<file path="config.mk">
export PLATFORM = sky130hd
export DESIGN_NAME = vend_ctrl
export DESIGN_NICKNAME = d
export VERILOG_FILES = /design/src/rtl/vend_pkg.sv /design/src/rtl/vend_delay_cnt.sv /design/src/rtl/vend_ctrl.sv
export SDC_FILE = /design/constraint.sdc
export NUM_CORES = 1
export LEC_CHECK = 0
export ABC_AREA = 1
export BUFFER_PORTS_ARGS = -buffer_cell sky130_fd_sc_hd__buf_4
export CAP_MARGIN = 10
export CORE_ASPECT_RATIO = 1.1
export CORE_MARGIN = 3
export CORE_UTILIZATION = 35
export CTS_BUF_LIST = sky130_fd_sc_hd__clkbuf_16
export DETAILED_ROUTE_END_ITERATION = 12
export SYNTH_ARGS = -nofsm -noshare
export SYNTH_HDL_FRONTEND = slang
export SYNTH_SLANG_ARGS = --single-unit
</file>
<file path="constraint.sdc">
create_clock -name clk -period 3 [get_ports clk]
set_input_delay 0 -clock clk [delete_from_list [all_inputs] [get_ports clk]]
set_output_delay 0 -clock clk [all_outputs]
set_load 0.03 [all_outputs]
</file>
<file path="src/rtl/vend_pkg.sv">
// Shared types, price table and coin helpers for the vending-machine controller.
package vend_pkg;

  typedef enum logic [2:0] {
    StIdle,
    StDelivWait,
    StDeliver,
    StChangeWait,
    StChange
  } vend_state_t;

  localparam int unsigned N_PRICES = 8;
  localparam int unsigned PRICE [N_PRICES] = '{30, 50, 70, 100, 120, 150, 200, 250};

  localparam int unsigned N_LEGAL_COINS = 5;
  localparam int unsigned LEGAL_COINS [N_LEGAL_COINS] = '{10, 20, 50, 100, 200};

  // Cheapest product among the first n_prod entries; sets the change threshold.
  function automatic int unsigned min_price(input int unsigned n_prod);
    int unsigned m;
    m = PRICE[0];
    for (int unsigned i = 1; i < N_PRICES; i++) begin
      if (i < n_prod && PRICE[i] < m) m = PRICE[i];
    end
    return m;
  endfunction

  function automatic logic is_legal_coin(input int unsigned value);
    logic legal;
    legal = 1'b0;
    for (int unsigned i = 0; i < N_LEGAL_COINS; i++) begin
      if (value == LEGAL_COINS[i]) legal = 1'b1;
    end
    return legal;
  endfunction

endpackage

</file>
<file path="src/rtl/vend_delay_cnt.sv">
// Loadable down-counter; done is high while the count sits at zero.
module vend_delay_cnt #(
  parameter int unsigned W = 8
) (
  input  logic         clk,
  input  logic         rst,
  input  logic         load,
  input  logic [W-1:0] load_val,
  output logic         done
);

  logic [W-1:0] cnt_q;

  // Load wins over counting; the count parks at zero.
  always_ff @(posedge clk or negedge rst) begin
    if (!rst) begin
      cnt_q <= '0;
    end else if (load) begin
      cnt_q <= load_val;
    end else if (cnt_q != '0) begin
      cnt_q <= cnt_q - W'(1);
    end
  end

  assign done = (cnt_q == '0);

endmodule

</file>
<file path="src/rtl/vend_ctrl.sv">
// Parametrised vending-machine controller: credit accumulation, product delivery
// and change return with cycle-counted delays.
// Optional feature: define VEND_CANCEL_EN to enable the cancel/refund request.
module vend_ctrl
  import vend_pkg::*;
#(
  parameter int unsigned CREDIT_W   = 16,
  parameter int unsigned N_PROD     = 4,
  parameter int unsigned DELIV_CYC  = 10,
  parameter int unsigned CHANGE_CYC = 20,
  parameter int unsigned MAX_CREDIT = 500,
  localparam int unsigned SEL_W     = (N_PROD > 1) ? $clog2(N_PROD) : 1
) (
  input  logic                clk,
  input  logic                rst,
  input  logic [CREDIT_W-1:0] coin_in,
  input  logic                coin_valid,
  input  logic [SEL_W-1:0]    sel_in,
  input  logic                sel_valid,
  input  logic                cancel_in,
  output logic [N_PROD-1:0]   beverage_out,
  output logic [CREDIT_W-1:0] change_out,
  output logic                change_valid,
  output logic                coin_reject,
  output logic [CREDIT_W-1:0] credit_out,
  output logic                busy
);

  localparam int unsigned MIN_PRICE = min_price(N_PROD);
  localparam int unsigned MaxCyc    = (DELIV_CYC > CHANGE_CYC) ? DELIV_CYC : CHANGE_CYC;
  localparam int unsigned CntW      = $clog2(MaxCyc) + 1;

  vend_state_t         state_q, state_d;
  logic [CREDIT_W-1:0] credit_q, credit_d;
  logic [SEL_W-1:0]    idx_q, idx_d;
  logic                coin_reject_q, coin_reject_d;

  logic                cnt_load;
  logic [CntW-1:0]     cnt_val;
  logic                cnt_done;

  logic [CREDIT_W-1:0] sel_price;
  logic [CREDIT_W-1:0] idx_price;
  logic [CREDIT_W-1:0] credit_left;
  logic [CREDIT_W:0]   coin_sum;
  logic                sel_ok;
  logic                coin_ok;
  logic                cancel_req;

  assign sel_price   = CREDIT_W'(PRICE[3'(sel_in)]);
  assign idx_price   = CREDIT_W'(PRICE[3'(idx_q)]);
  assign credit_left = credit_q - idx_price;
  // One extra bit so the ceiling check cannot be fooled by wrap-around.
  assign coin_sum    = {1'b0, credit_q} + {1'b0, coin_in};
  assign sel_ok      = sel_valid && (32'(sel_in) < N_PROD) && (credit_q >= sel_price);
  assign coin_ok     = is_legal_coin(32'(coin_in)) &&
                       (coin_sum <= (CREDIT_W + 1)'(MAX_CREDIT));

`ifdef VEND_CANCEL_EN
  assign cancel_req = cancel_in && (credit_q != '0);
`else
  logic unused_cancel;
  assign unused_cancel = cancel_in;
  assign cancel_req    = 1'b0;
`endif

  // One shared counter times both the delivery and the change delay.
  vend_delay_cnt #(
    .W (CntW)
  ) u_delay_cnt (
    .clk      (clk),
    .rst      (rst),
    .load     (cnt_load),
    .load_val (cnt_val),
    .done     (cnt_done)
  );

  // State, credit, selected index and the registered coin-reject pulse.
  always_ff @(posedge clk or negedge rst) begin
    if (!rst) begin
      state_q       <= StIdle;
      credit_q      <= '0;
      idx_q         <= '0;
      coin_reject_q <= 1'b0;
    end else begin
      state_q       <= state_d;
      credit_q      <= credit_d;
      idx_q         <= idx_d;
      coin_reject_q <= coin_reject_d;
    end
  end

  // Next-state logic and state-decoded outputs.
  always_comb begin
    state_d       = state_q;
    credit_d      = credit_q;
    idx_d         = idx_q;
    coin_reject_d = 1'b0;
    cnt_load      = 1'b0;
    cnt_val       = '0;
    beverage_out  = '0;
    change_out    = '0;
    change_valid  = 1'b0;

    unique case (state_q)
      StIdle: begin
        if (cancel_req) begin
          state_d       = StChangeWait;
          cnt_load      = 1'b1;
          cnt_val       = CntW'(CHANGE_CYC - 1);
          coin_reject_d = coin_valid;
        end else if (sel_ok) begin
          idx_d         = sel_in;
          state_d       = StDelivWait;
          cnt_load      = 1'b1;
          cnt_val       = CntW'(DELIV_CYC - 1);
          coin_reject_d = coin_valid;
        end else if (coin_valid) begin
          if (coin_ok) credit_d = coin_sum[CREDIT_W-1:0];
          else         coin_reject_d = 1'b1;
        end
      end
      StDelivWait: begin
        coin_reject_d = coin_valid;
        if (cnt_done) state_d = StDeliver;
      end
      StDeliver: begin
        coin_reject_d = coin_valid;
        beverage_out  = N_PROD'(1) << idx_q;
        credit_d      = credit_left;
        if (credit_left < CREDIT_W'(MIN_PRICE)) begin
          state_d  = StChangeWait;
          cnt_load = 1'b1;
          cnt_val  = CntW'(CHANGE_CYC - 1);
        end else begin
          state_d = StIdle;
        end
      end
      StChangeWait: begin
        coin_reject_d = coin_valid;
        if (cnt_done) state_d = StChange;
      end
      StChange: begin
        coin_reject_d = coin_valid;
        change_out    = credit_q;
        change_valid  = 1'b1;
        credit_d      = '0;
        state_d       = StIdle;
      end
      default: state_d = StIdle;
    endcase
  end

  assign coin_reject = coin_reject_q;
  assign credit_out  = credit_q;
  assign busy        = (state_q != StIdle);

endmodule
</file>
==> flow_summary.json <==
{
  "core_um2": 9444,
  "r2r_slack_ps": 270,
  "cts_buffer_depth": 2,
  "clk_latency_ps": 270,
  "endpoint": "u_delay_cnt.cnt_q[5]$_DFFE_PN0P_",
  "worstReg2RegEnd": "u_delay_cnt.cnt_q[5]$_DFFE_PN0P_",
  "placed_cell_area_um2": 4009,
  "wl_met1_um": 4265,
  "yosysSeqAreaShare": 0.2051,
  "fin_util": 0.4402,
  "outcome": "finished clean",
  "grt_pass1_wl_um": 16880,
  "vias": 3903,
  "fin_area_um2": 4158,
  "async_reset_ff_frac": 1.000,
  "relSlewSlack": 0.5824,
  "p_per_area_nw_per_um2": 1141,
  "mostFrequentLayoutCells": "203 x nand2_1, 93 x inv_1, 78 x nor2_1",
  "final_common_cell": "nand2_1",
  "synth_cell_type_count": 35,
  "yosys.area.top_type": "nand2_1",
  "ios": 62,
  "cts_made_buffers": 3,
  "finalNetCount": 707,
  "dieArea_um2": 10990,
  "synth_top_cell_area_share": 0.2230,
  "cp_max_fo": 7,
  "path_clk_slew_ps": 70,
  "vdd_drop_max_v": 0.0005650,
  "synthTopCellsByArea": "nand2_1 22%, dfrtp_1 21%, ha_1 11%",
  "dr_wl_met2_um": 5387,
  "dr.max_layer_used": "met4",
  "finalHoldViolCount": 0,
  "via_per_inst": 5.082,
  "setup.worst_path.class": "flop to flop",
  "cts_root_buffer": "clkbuf_16",
  "cts_sinks": 28,
  "post-route-period-util": 0.9097,
  "drcViolationCount": 0,
  "numPortBuffers": 60,
  "drive_gt1_frac": 0.1137,
  "worstSetupStartpointType": "flop",
  "grt_pass1_vias": 3807,
  "postCtsSetupBuffers": 0,
  "ys_ff_latch": 28,
  "grt_max_degree": 29,
  "nFillCells": 1016,
  "syn_inst": 585,
  "cap_violations": 0,
  "p_leak_uw": 0.002415,
  "rows": 37,
  "grt_overflow_total": 0,
  "min_path_type": "input port to flop",
  "drtAntennaViolNets": 0,
  "wl_um": 10320,
  "arrival_ps": 2890,
  "diodes": 0,
  "slew_violations": 0,
  "place.gp.congestion": 0.8896,
  "wl_met3_um": 457,
  "skew_ps": 6.491,
  "reg2reg_depth": 14,
  "post_drt_wl_per_cell_um": 13.44,
  "cp-end-kind": "flop",
  "worstPathRequired_ps": 3160,
  "tightest_slew_ps": 626.4,
  "yosys_warnings": 0,
  "hpwl_um": 8527,
  "area_growth_syn_to_layout_pct": 21.68,
  "synth_edf_count": 0,
  "syn_area_um2": 3417,
  "rsz0062_at_grt": "false",
  "grt.total_usage": 0.1886,
  "antenna_found_initial": 0,
  "htreeDepth": 1,
  "start_util": 0.3618,
  "r2r_start": "credit_out[1]$_DFFE_PN0P_",
  "cp-startpoint": "credit_out[1]$_DFFE_PN0P_",
  "die-height_um": 109.6,
  "setup_viol": 0,
  "die_w_um": 100.2,
  "cts_tree": "built",
  "drt_iter0_drc": 183,
  "tns_ps": 0,
  "hp-start": "coin_valid",
  "fin_crit_ps": 2729,
  "syn_avg_cell_area_um2": 5.841,
  "max_freq_ghz": 0.3664,
  "synth-main-ff-cell": "dfrtp_1",
  "synthesis.nets": 640,
  "first_pass_iters": 5
}
-- worst min path at each step --
stage                                        to  slack [ps]  cells past startpoint
3_5_place_dp   u_delay_cnt.cnt_q[5]$_DFFE_PN0P_         -60                      1
3_3_place_gp   u_delay_cnt.cnt_q[5]$_DFFE_PN0P_         -60                      1
4_1_cts                   coin_reject$_DFF_PN0_           6                      2
5_1_grt                   coin_reject$_DFF_PN0_           5                      2
2_1_floorplan             coin_reject$_DFF_PN0_        -300                      0
6_report                  coin_reject$_DFF_PN0_           7                      2
-- cells by family (layout without fill, tap and decap cells) --
logic type               after synthesis  after routing  share of synthesized area
AND/OR/NAND/NOR                      376            376                     0.4647
flip-flops                            28             28                     0.2051
AO/OA/AOI/OAI                         40             40                    0.06921
adder cells (fa/ha/maj)               32             32                     0.1216
XOR/XNOR                              11             11                    0.02820
buffers and inverters                 98            164                     0.1113
-- routing by layer --
metal,track usage,up-vias
li1,-,2000
met1,0.2220,1790
met2,0.3580,95
met3,0.01650,18
met4,0.06064,0
met5,0,-
-- per-stage QoR --
stage                     total power, uW  setup WS (ps)  cells  hold WS [ps]
after global placement               4242          281.9    761        -56.60
after global routing                 5269          2.841    768         4.569
after CTS                            4712          206.4    768         5.691
after detailed placement             4284          227.2    761        -57.48
final                                4744          271.0    768         6.515
after floorplan                      3369          522.4    585        -295.6
-- critical path, stage by stage, from the launching register on --
cell and delay, ps:
dfrtp_1 460, inv_1 130, ha_1 240, fa_1 400
nand3b_1 180, nand2_1 160, nand4_1 150, nand2_1 90
nand2_1 60, nand2_1 70, nand3_1 60, nor2_1 130
nand3_1 270, nand2_1 170, nor2_1 50
-- power breakdown --
| part | total (uW) | leakage (uW) | internal (uW) | switching (uW) |
|---|---|---|---|---|
| clock network | 402 | 0.0000511 | 266 | 136 |
| logic | 3540 | 0.00201 | 1250 | 2290 |
| registers | 797 | 0.000355 | 551 | 246 |
| total | 4740 | 0.00242 | 2070 | 2670 |
-- Yosys cell counts, types with 2 or more instances --
master	instances
a21oi_1	15
a22o_1	2
and2_1	3
dfrtp_1	28
fa_1	2
ha_1	30
inv_1	93
nand2_1	203
nand2_2	2
nand3_1	56
nand3b_1	4
nand4_1	18
nor2_1	78
nor3_1	7
o21ai_0	11
o21bai_1	2
o22ai_1	4
xnor2_1	3
xor2_1	8
-- flip-flops by register name, summed over array words and instances, names as in the netlist --
register,cells
state_q,3
idx_q,2
u_delay_cnt.cnt_q,6
credit_out,16
coin_reject,1
-- layout make-up --
type,instances,area [um^2],area share
Inverter,94,352.8,0.08486
Sequential cell,28,700.7,0.1685
Clock buffer,3,75.07,0.01806
Clock inverter,1,30.03,0.007222
Timing Repair Buffer,66,503.0,0.1210
Tap cell,117,146.4,0.03521
Multi-Input combinational cell,459,2350,0.5652
-- timing repair --
action,in CTS,in global routing
hold buffers,3,0
endpoints found under the hold margin,30,0
setup endpoints to repair,0,15
gates resized for setup,0,2
No activity file was read; power rests on OpenSTA's default activity.
